<file path="config.mk">
export PLATFORM = sky130hd
export DESIGN_NAME = frame_scheduler
export DESIGN_NICKNAME = d
export VERILOG_FILES = /design/src/rtl/frame_sched_pkg.sv /design/src/rtl/period_timer.sv /design/src/rtl/frame_scheduler.sv
export SDC_FILE = /design/constraint.sdc
export NUM_CORES = 1
export LEC_CHECK = 0
export CAP_MARGIN = 5
export CORE_UTILIZATION = 55
export DETAILED_ROUTE_END_ITERATION = 10
export PLACE_DENSITY = 0.93
export SETUP_SLACK_MARGIN = 0.1
export SLEW_MARGIN = 20
export SYNTH_ARGS = -nofsm -noshare
export SYNTH_HDL_FRONTEND = slang
export SYNTH_SLANG_ARGS = --single-unit
export TNS_END_PERCENT = 10
</file>
<file path="constraint.sdc">
create_clock -name clk -period 3.65 [get_ports clk]
set_clock_uncertainty 0.15 [all_clocks]
set_input_delay 0.73 -clock clk [delete_from_list [all_inputs] [get_ports clk]]
set_output_delay 0.73 -clock clk [all_outputs]
set_load 0.01 [all_outputs]
</file>
<file path="src/rtl/frame_sched_pkg.sv">
// Shared types and default timing constants for the frame scheduler.
package frame_sched_pkg;

  typedef enum logic [2:0] {
    StIdle     = 3'd0,
    StWaitData = 3'd1,
    StStart    = 3'd2,
    StActive   = 3'd3,
    StLatch    = 3'd4
  } state_e;

  localparam int unsigned FrameWordsDef   = 4248;
  localparam int unsigned LatchCyclesDef  = 6000;
  localparam int unsigned StartTimeoutDef = 16;

endpackage

</file>
<file path="src/rtl/period_timer.sv">
// Auto-refresh reload counter: ticks once every period_i cycles; period_i == 0 disables it.
module period_timer #(
  parameter int unsigned Width = 24
) (
  input  logic             clk_i,
  input  logic             rst_i,
  input  logic [Width-1:0] period_i,
  output logic             tick_o
);

  localparam logic [Width-1:0] One = Width'(1);

  logic [Width-1:0] cnt_q, cnt_d;
  logic             armed_q, armed_d;

  always_comb begin
    cnt_d   = cnt_q;
    armed_d = armed_q;
    tick_o  = 1'b0;
    if (period_i == '0) begin
      cnt_d   = '0;
      armed_d = 1'b0;
    end else if (!armed_q) begin
      cnt_d   = period_i - One;
      armed_d = 1'b1;
    end else if (cnt_q == '0) begin
      // A new period value is only picked up here, at the reload.
      tick_o = 1'b1;
      cnt_d  = period_i - One;
    end else begin
      cnt_d = cnt_q - One;
    end
  end

  always_ff @(posedge clk_i or posedge rst_i) begin
    if (rst_i) begin
      cnt_q   <= '0;
      armed_q <= 1'b0;
    end else begin
      cnt_q   <= cnt_d;
      armed_q <= armed_d;
    end
  end

endmodule

</file>
<file path="src/rtl/frame_scheduler.sv">
// Frame-level sequencer: waits for a request and a full frame of pixel data, fires the
// start pulse, watches string activity and enforces the latch gap before the next frame.
module frame_scheduler
  import frame_sched_pkg::*;
#(
  parameter int unsigned FIFO_ADDR_WIDTH = 13,
  parameter int unsigned FRAME_WORDS     = FrameWordsDef,
  parameter int unsigned LATCH_CYCLES    = LatchCyclesDef,
  parameter int unsigned START_TIMEOUT   = StartTimeoutDef,
  parameter int unsigned PERIOD_WIDTH    = 24
) (
  input  logic                     clk,
  input  logic                     reset,
  input  logic [FIFO_ADDR_WIDTH:0] fifo_full_count,
  input  logic                     trigger,
  input  logic [PERIOD_WIDTH-1:0]  frame_period,
  input  logic                     string_active,
  output logic                     h_blank_out,
  output logic                     busy,
  output logic [2:0]               state,
  output logic [15:0]              frame_count,
  output logic                     late_frame,
  output logic                     skipped_frame,
  output logic                     start_error
);

  localparam int unsigned ToW  = $clog2(START_TIMEOUT + 1);
  localparam int unsigned LatW = $clog2(LATCH_CYCLES + 1);

  state_e            state_q, state_d;
  logic              pending_q, pending_d;
  logic              seen_q, seen_d;
  logic [ToW-1:0]    to_cnt_q, to_cnt_d;
  logic [LatW-1:0]   lat_cnt_q, lat_cnt_d;
  logic [15:0]       frame_count_q, frame_count_d;
  logic              h_blank_q, h_blank_d;
  logic              busy_q, busy_d;
  logic              late_q, late_d;
  logic              skip_q, skip_d;
  logic              err_q, err_d;

  logic tick, req, consume, count_ok;

  period_timer #(
    .Width(PERIOD_WIDTH)
  ) u_period_timer (
    .clk_i   (clk),
    .rst_i   (reset),
    .period_i(frame_period),
    .tick_o  (tick)
  );

  assign count_ok = 32'(fifo_full_count) >= FRAME_WORDS;
  assign req      = trigger | tick;
  assign consume  = (state_q == StIdle) && pending_q;

  always_comb begin
    state_d       = state_q;
    seen_d        = seen_q;
    to_cnt_d      = to_cnt_q;
    lat_cnt_d     = lat_cnt_q;
    frame_count_d = frame_count_q;
    err_d         = 1'b0;
    // A request landing on the consume cycle becomes the next pending one, not a skip.
    pending_d     = consume ? req : (pending_q | req);
    skip_d        = req & pending_q & ~consume;
    late_d        = tick & (state_q == StWaitData);

    case (state_q)
      StIdle: begin
        if (pending_q) state_d = StWaitData;
      end
      StWaitData: begin
        if (count_ok) state_d = StStart;
      end
      StStart: begin
        state_d  = StActive;
        seen_d   = 1'b0;
        // The start cycle itself counts toward the activity timeout.
        to_cnt_d = ToW'(1);
      end
      StActive: begin
        if (string_active) seen_d = 1'b1;
        if (!seen_q) to_cnt_d = to_cnt_q + ToW'(1);
        if (seen_q && !string_active) begin
          state_d       = StLatch;
          lat_cnt_d     = '0;
          frame_count_d = frame_count_q + 16'd1;
        end else if (!seen_q && !string_active && to_cnt_q >= ToW'(START_TIMEOUT - 1)) begin
          state_d   = StLatch;
          lat_cnt_d = '0;
          err_d     = 1'b1;
        end
      end
      StLatch: begin
        if (lat_cnt_q == LatW'(LATCH_CYCLES - 1)) begin
          state_d = StIdle;
        end else begin
          lat_cnt_d = lat_cnt_q + LatW'(1);
        end
      end
      default: state_d = StIdle;
    endcase

    h_blank_d = (state_d == StStart);
    busy_d    = (state_d != StIdle);
  end

  always_ff @(posedge clk or posedge reset) begin
    if (reset) begin
      state_q       <= StIdle;
      pending_q     <= 1'b0;
      seen_q        <= 1'b0;
      to_cnt_q      <= '0;
      lat_cnt_q     <= '0;
      frame_count_q <= '0;
      h_blank_q     <= 1'b0;
      busy_q        <= 1'b0;
      late_q        <= 1'b0;
      skip_q        <= 1'b0;
      err_q         <= 1'b0;
    end else begin
      state_q       <= state_d;
      pending_q     <= pending_d;
      seen_q        <= seen_d;
      to_cnt_q      <= to_cnt_d;
      lat_cnt_q     <= lat_cnt_d;
      frame_count_q <= frame_count_d;
      h_blank_q     <= h_blank_d;
      busy_q        <= busy_d;
      late_q        <= late_d;
      skip_q        <= skip_d;
      err_q         <= err_d;
    end
  end

  assign h_blank_out   = h_blank_q;
  assign busy          = busy_q;
  assign state         = state_q;
  assign frame_count   = frame_count_q;
  assign late_frame    = late_q;
  assign skipped_frame = skip_q;
  assign start_error   = err_q;

endmodule

</file>
# [Word level (Yosys, flattened, before mapping)]
# Index checks and enable logic that the tools add are counted.
[word_totals] reg_bits=69 inputBits=42 out_inout_bits=24 word_cells=77
[op_classes] n_addsub=5 n_lt_le_gt_ge=2 eq_ne=10 muxes=25 bitwise_logic=6 n_reduce_logical=16
[op_table] op="24-bit 2-to-1 mux" count=3
[op_table] op="24-bit zero test" count=2
[op_table] op="24-bit by 1-bit subtractor with 24-bit output, second input constant" count=2
[op_table] op="13-bit 2-to-1 mux" count=3
[op_table] op="13-bit case mux with 2 select lines" count=1
[op_table] op="16-bit by 1-bit adder with 16-bit output, second input constant" count=1
[op_table] op="3-bit 2-to-1 mux" count=5
[op_table] op="3-bit case mux with 5 select lines" count=1
[op_table] op="14-bit by 13-bit greater-or-equal comparator with 1-bit output, second input constant" count=1
[op_table] op="13-bit by 1-bit adder with 13-bit output, second input constant" count=1
[op_table] op="13-bit equality test, second input constant" count=1
[op_table] op="5-bit case mux with 2 select lines" count=1
[op_table] op="3-bit by 2-bit equality test with 1-bit output, second input constant" count=3
[op_table] op="1-bit 2-to-1 mux" count=9
[op_table] op="2-bit inequality test, second input constant" count=3
[op_table] op="2-bit AND reduction" count=3
[op_table] op="5-bit by 1-bit adder with 5-bit output, second input constant" count=1
[op_table] op="5-bit by 4-bit greater-or-equal comparator with 1-bit output, second input constant" count=1
[op_table] op="5-bit 2-to-1 mux" count=1
[op_table] op="1-bit logical AND" count=4
[op_table] op="2-bit nonzero test" count=2
[op_table] op="1-bit AND" count=3
[op_table] op="3-bit by 1-bit equality test with 1-bit output, second input constant" count=1
[op_table] op="3-bit equality test, second input constant" count=1
[op_table] op="8 further kinds" count=10

# [Logic depth before layout (Yosys ltp)]
[depth] ltp_word=7 mapped_depth=8 ltp_nobuf=8

# [Hierarchy]
# From an unflattened synthesis, not the netlist that was laid out.
[hier_totals] cells_unflattened=430 area_unflattened_um2=4142.7
[by_module_without_submodules] module="frame_scheduler" n_inst=1 cells_each=207 area_each_um2=2168.3 seq_area_each_um2=1101.1
[by_module_without_submodules] module="period_timer" n_inst=1 cells_each=223 area_each_um2=1974.4 seq_area_each_um2=625.6

# [Worst setup path before layout]
# Ideal clock, no wire load.
[synth_path] path_type="input to register" from="in frame_period[16]" to="reg pending_q" arrival_time_ps=2522 setup_slack_ps=846 cell_stages=5 n_path_buf=0 path_cell_list="or4_4 or4_4 or4_4 a31oi_1 nand2_1"
[synth_between] elab_chain_len=5
[synth_lines] item="start, declared" line_no="frame_scheduler.sv:16" source="input logic [PERIOD_WIDTH-1:0] frame_period,"
[synth_lines] item="24-bit zero test (*)" line_no="period_timer.sv:20" source="if (period_i == '0) begin"
[synth_lines] item="1-bit 2-to-1 mux (*)" line_no="period_timer.sv:20"
[synth_lines] item="1-bit OR (*)" line_no="frame_scheduler.sv:54" source="assign req = trigger | tick;"
[synth_lines] item="1-bit OR" line_no="frame_scheduler.sv:65" source="pending_d = consume ? req : (pending_q | req);"
[synth_lines] item="1-bit 2-to-1 mux (*)" line_no="frame_scheduler.sv:65"
[synth_lines] item="net pending_d" line_no="frame_scheduler.sv:31" source="logic pending_q, pending_d;"
[synth_lines] item="end signal, assigned" line_no="frame_scheduler.sv:124" source="pending_q <= pending_d;"
[synth_lines] item="end, declared" line_no="frame_scheduler.sv:31"
# The timed path passes the listed nets; every way through them passes the cells marked *.
# A chain may end at the register's enable or synchronous reset.

# [Worst setup path in the final report]
# Same ends and word-level chain as after synthesis.

==> reports/qor.csv <==
metric;value;unit
worstReg2RegEnd;u_period_timer.cnt_q[22]$_DFF_PP0_;
synth_edf_count;0;
synth-seq-cells;69;
power_density;502;nW/µm²
dr.pass1.iters;5;
synth_area_per_cell;9.34;µm²
drc;0;
switchingPower;812;µW
area_delta_synth_final;24.0;%
end_kind;flip-flop;
io_pins;66;
ys_seq_area_frac;0.433;
ys_types;51;
period_share;0.854;
total_power;2.48;mW
p_sw_frac;0.327;
max_freq;321;MHz
clk_pin_slew;70;ps
finalNetCount;542;
cts_max_level;3;
clock_path_buffers;2;
grt_max_degree;27;
cts_resized;0;
synthArstFlopShare;1.00;
comb_power_share;0.273;
finalMaxSlewViolations;0;
synth-main-ff-cell;dfrtp_1;
antenna_found_initial;0;
hold_buffers;0;
coreArea;6910;µm²
status;completed;
grt_pass1_vias;3454;
drt-vias-per-instance;5.84;
syn_inst;427;
path_cells;clkdlybuf4s50_1 -> or4_4 -> or4_4 -> or4_4 -> a31oi_1 -> nand2_1;
drt_iter0_markers;193;
die_h;87.2;µm
num_antenna_cells;0;
holdPathStages;1;
slowest_delay;590;ps
hold_end;frame_count[15]$_DFFE_PP0P_;
io_buffers;62;
worst_hold_startpoint;frame_count[15]$_DFFE_PP0P_;
start_util;0.578;
grt.busiest_layer;met2;
internal_power;1.67;mW
required;3720;ps
grt_usage;0.263;
r2r_cells;5;
hpwlAfterDp;6560;µm
ir_worst_vdd;0.228;mV
hold_viol;0;
synth_area_leaders;dfrtp_1 43%, xnor2_1 7.9%, nand2_1 4.2%;
clockPowerShare;0.283;
critPathLaunchType;primary input;
cts_tree;yes;
cts_sinks;69;
setup.worst_path.class;primary input to flip-flop;
yosysTopAreaCellShare;0.433;
met3_usage;0.0550;
post-cts-setup-buffer-count;0;
holdCritPathClass;flip-flop to flip-flop;
setup_viol;0;
synth_fp_nets;476;
power_frac_seq;0.445;
synth.largest_area_cell;dfrtp_1;
grt_overflow;0;
maxCapViolCount;0;
worst_pin_slew;760;ps
wire_per_inst;15.1;µm
reg2reg_from;u_period_timer.cnt_q[10]$_DFF_PP0_;
grt_util_met2;0.457;
drive_above_1_share;0.0843;
critical_path.slowest_cell;or4_4;
via_count;3468;
rsz0062_at_grt;no;
period_needed;3120;ps
die_w;87.2;µm
critical_path.most_common_cell;or4_4;
rows;30;
syn_area;3990;µm²
place.gp.congestion;0.867;
dieArea;7600;µm²
grt_pass1_wl;15300;µm
p_leak;1.95;nW
r2r_slack;870;ps
crit_arrival;3190;ps
cts_buffers;9;
grtUsageMet1;0.313;
maxSlewHeadroom;0.492;
ant_nets;0;
insertion_delay;350;ps
root_buffer;clkbuf_8;
critPathMaxFanout;6;
fin_setup_tns;0;ps
yosys_warnings;0;
routed_wl;8970;µm
-- power groups by stage --
stage | clock network [mW] | registers, mW | logic, mW
2_1_floorplan | 0 | 1.09 | 0.396
3_3_place_gp | 0 | 1.10 | 0.633
3_5_place_dp | 0 | 1.11 | 0.667
4_1_cts | 0.712 | 1.10 | 0.678
5_1_grt | 0.754 | 1.12 | 0.758
6_report | 0.701 | 1.10 | 0.677
-- worst max-delay path, delay by kind of cell --
| kind | cells | cell delay, ps |
|---|---|---|
| buffers and inverters | 1 | 500 |
| and+or+nand+nor | 4 | 1710 |
| AOI/OAI and AO/OA | 1 | 250 |
-- synthesized netlist by cell type, drive strengths merged, types with 2 or more instances --
cell type   n
a211oi     15
a21boi      3
a21oi       6
a2bb2oi     3
a31oi       5
and2        3
and3        9
buf         6
clkbuf      8
dfrtp      69
ha          7
inv        16
mux2        2
mux2i       4
nand2      45
nand2b      2
nand3      15
nand4       8
nand4b      2
nor2       38
nor3       25
nor3b       3
nor4       15
nor4b       4
o211a       2
o21ai      10
o22ai       6
o31a        2
o31ai       5
or2         3
or3        10
or3b        2
or4        10
xnor2      36
xor2       19
-- layout make-up --
class / count / area, µm²
clock inverters: 4 / 70.1
flip-flops and latches: 69 / 1730
well taps: 96 / 120
multi-input cells: 328 / 2140
repair buffers: 69 / 673
inverters: 16 / 60.1
clock buffers: 12 / 155
fillers: 514 / 1960
-- metal layers --
metal / vias up / wire length, µm
li1: 1676 / -
met1: 1648 / 3700
met2: 126 / 4560
met3: 18 / 505
met4: 0 / 199
met5: - / 0
-- through the flow --
step,instances,hold slack [ps],cell area [µm²],setup slack (ps),utilization
3_5_place_dp,578,320,4720,179,0.684
2_1_floorplan,427,314,3990,846,-
4_1_cts,594,334,4950,558,0.716
3_3_place_gp,578,312,4720,246,0.684
6_report,594,327,4950,533,0.716
5_1_grt,594,344,4950,461,0.716
-- flip-flops by register name, summed over array words and instances (netlist names) --
signal	flops
to_cnt_q	5
busy	1
frame_count	16
skipped_frame	1
seen_q	1
late_frame	1
lat_cnt_q	13
u_period_timer.cnt_q	24
start_error	1
pending_q	1
u_period_timer.armed_q	1
state	3
h_blank_out	1
-- worst max-delay path by stage --
stage / from / slack (ps) / to
2_1_floorplan: frame_period[16] / 850 / pending_q$_DFF_PP0_
3_3_place_gp: frame_period[16] / 250 / pending_q$_DFF_PP0_
3_5_place_dp: frame_period[16] / 180 / pending_q$_DFF_PP0_
4_1_cts: frame_period[16] / 560 / pending_q$_DFF_PP0_
5_1_grt: frame_period[16] / 460 / u_period_timer.cnt_q[21]$_DFF_PP0_
6_report: frame_period[16] / 530 / pending_q$_DFF_PP0_
-- cell families after synthesis --
logic type | count (synthesis) | synth area share
XOR/XNOR | 55 | 0.121
flip-flops | 69 | 0.433
adder cells (fa/ha/maj) | 7 | 0.0220
AO/OA/AOI/OAI | 63 | 0.110
buffers and inverters | 30 | 0.0317
AND/OR/NAND/NOR | 197 | 0.267
multiplexers | 6 | 0.0157
-- placed cells by master, fill, tap and decap left out, types with 4 or more instances in the layout --
cell / Yosys / layout
dfrtp_1: 69 / 69
clkdlybuf4s50_1: 0 / 62
nand2_1: 45 / 45
nor2_1: 38 / 38
xnor2_1: 36 / 36
nor3_1: 25 / 25
xor2_1: 19 / 19
nand3_1: 15 / 15
inv_1: 16 / 15
a211oi_1: 15 / 15
nor4_1: 13 / 13
clkbuf_8: 0 / 11
o21ai_0: 10 / 10
and3_1: 9 / 9
or3_1: 9 / 9
nand4_1: 8 / 8
ha_1: 7 / 7
buf_4: 0 / 7
a21oi_1: 6 / 6
or4_4: 6 / 6
o22ai_1: 6 / 6
a31oi_1: 5 / 5
mux2i_1: 4 / 4
o31ai_1: 5 / 4
or4_1: 4 / 4
No activity file was read; power rests on OpenSTA's default activity.
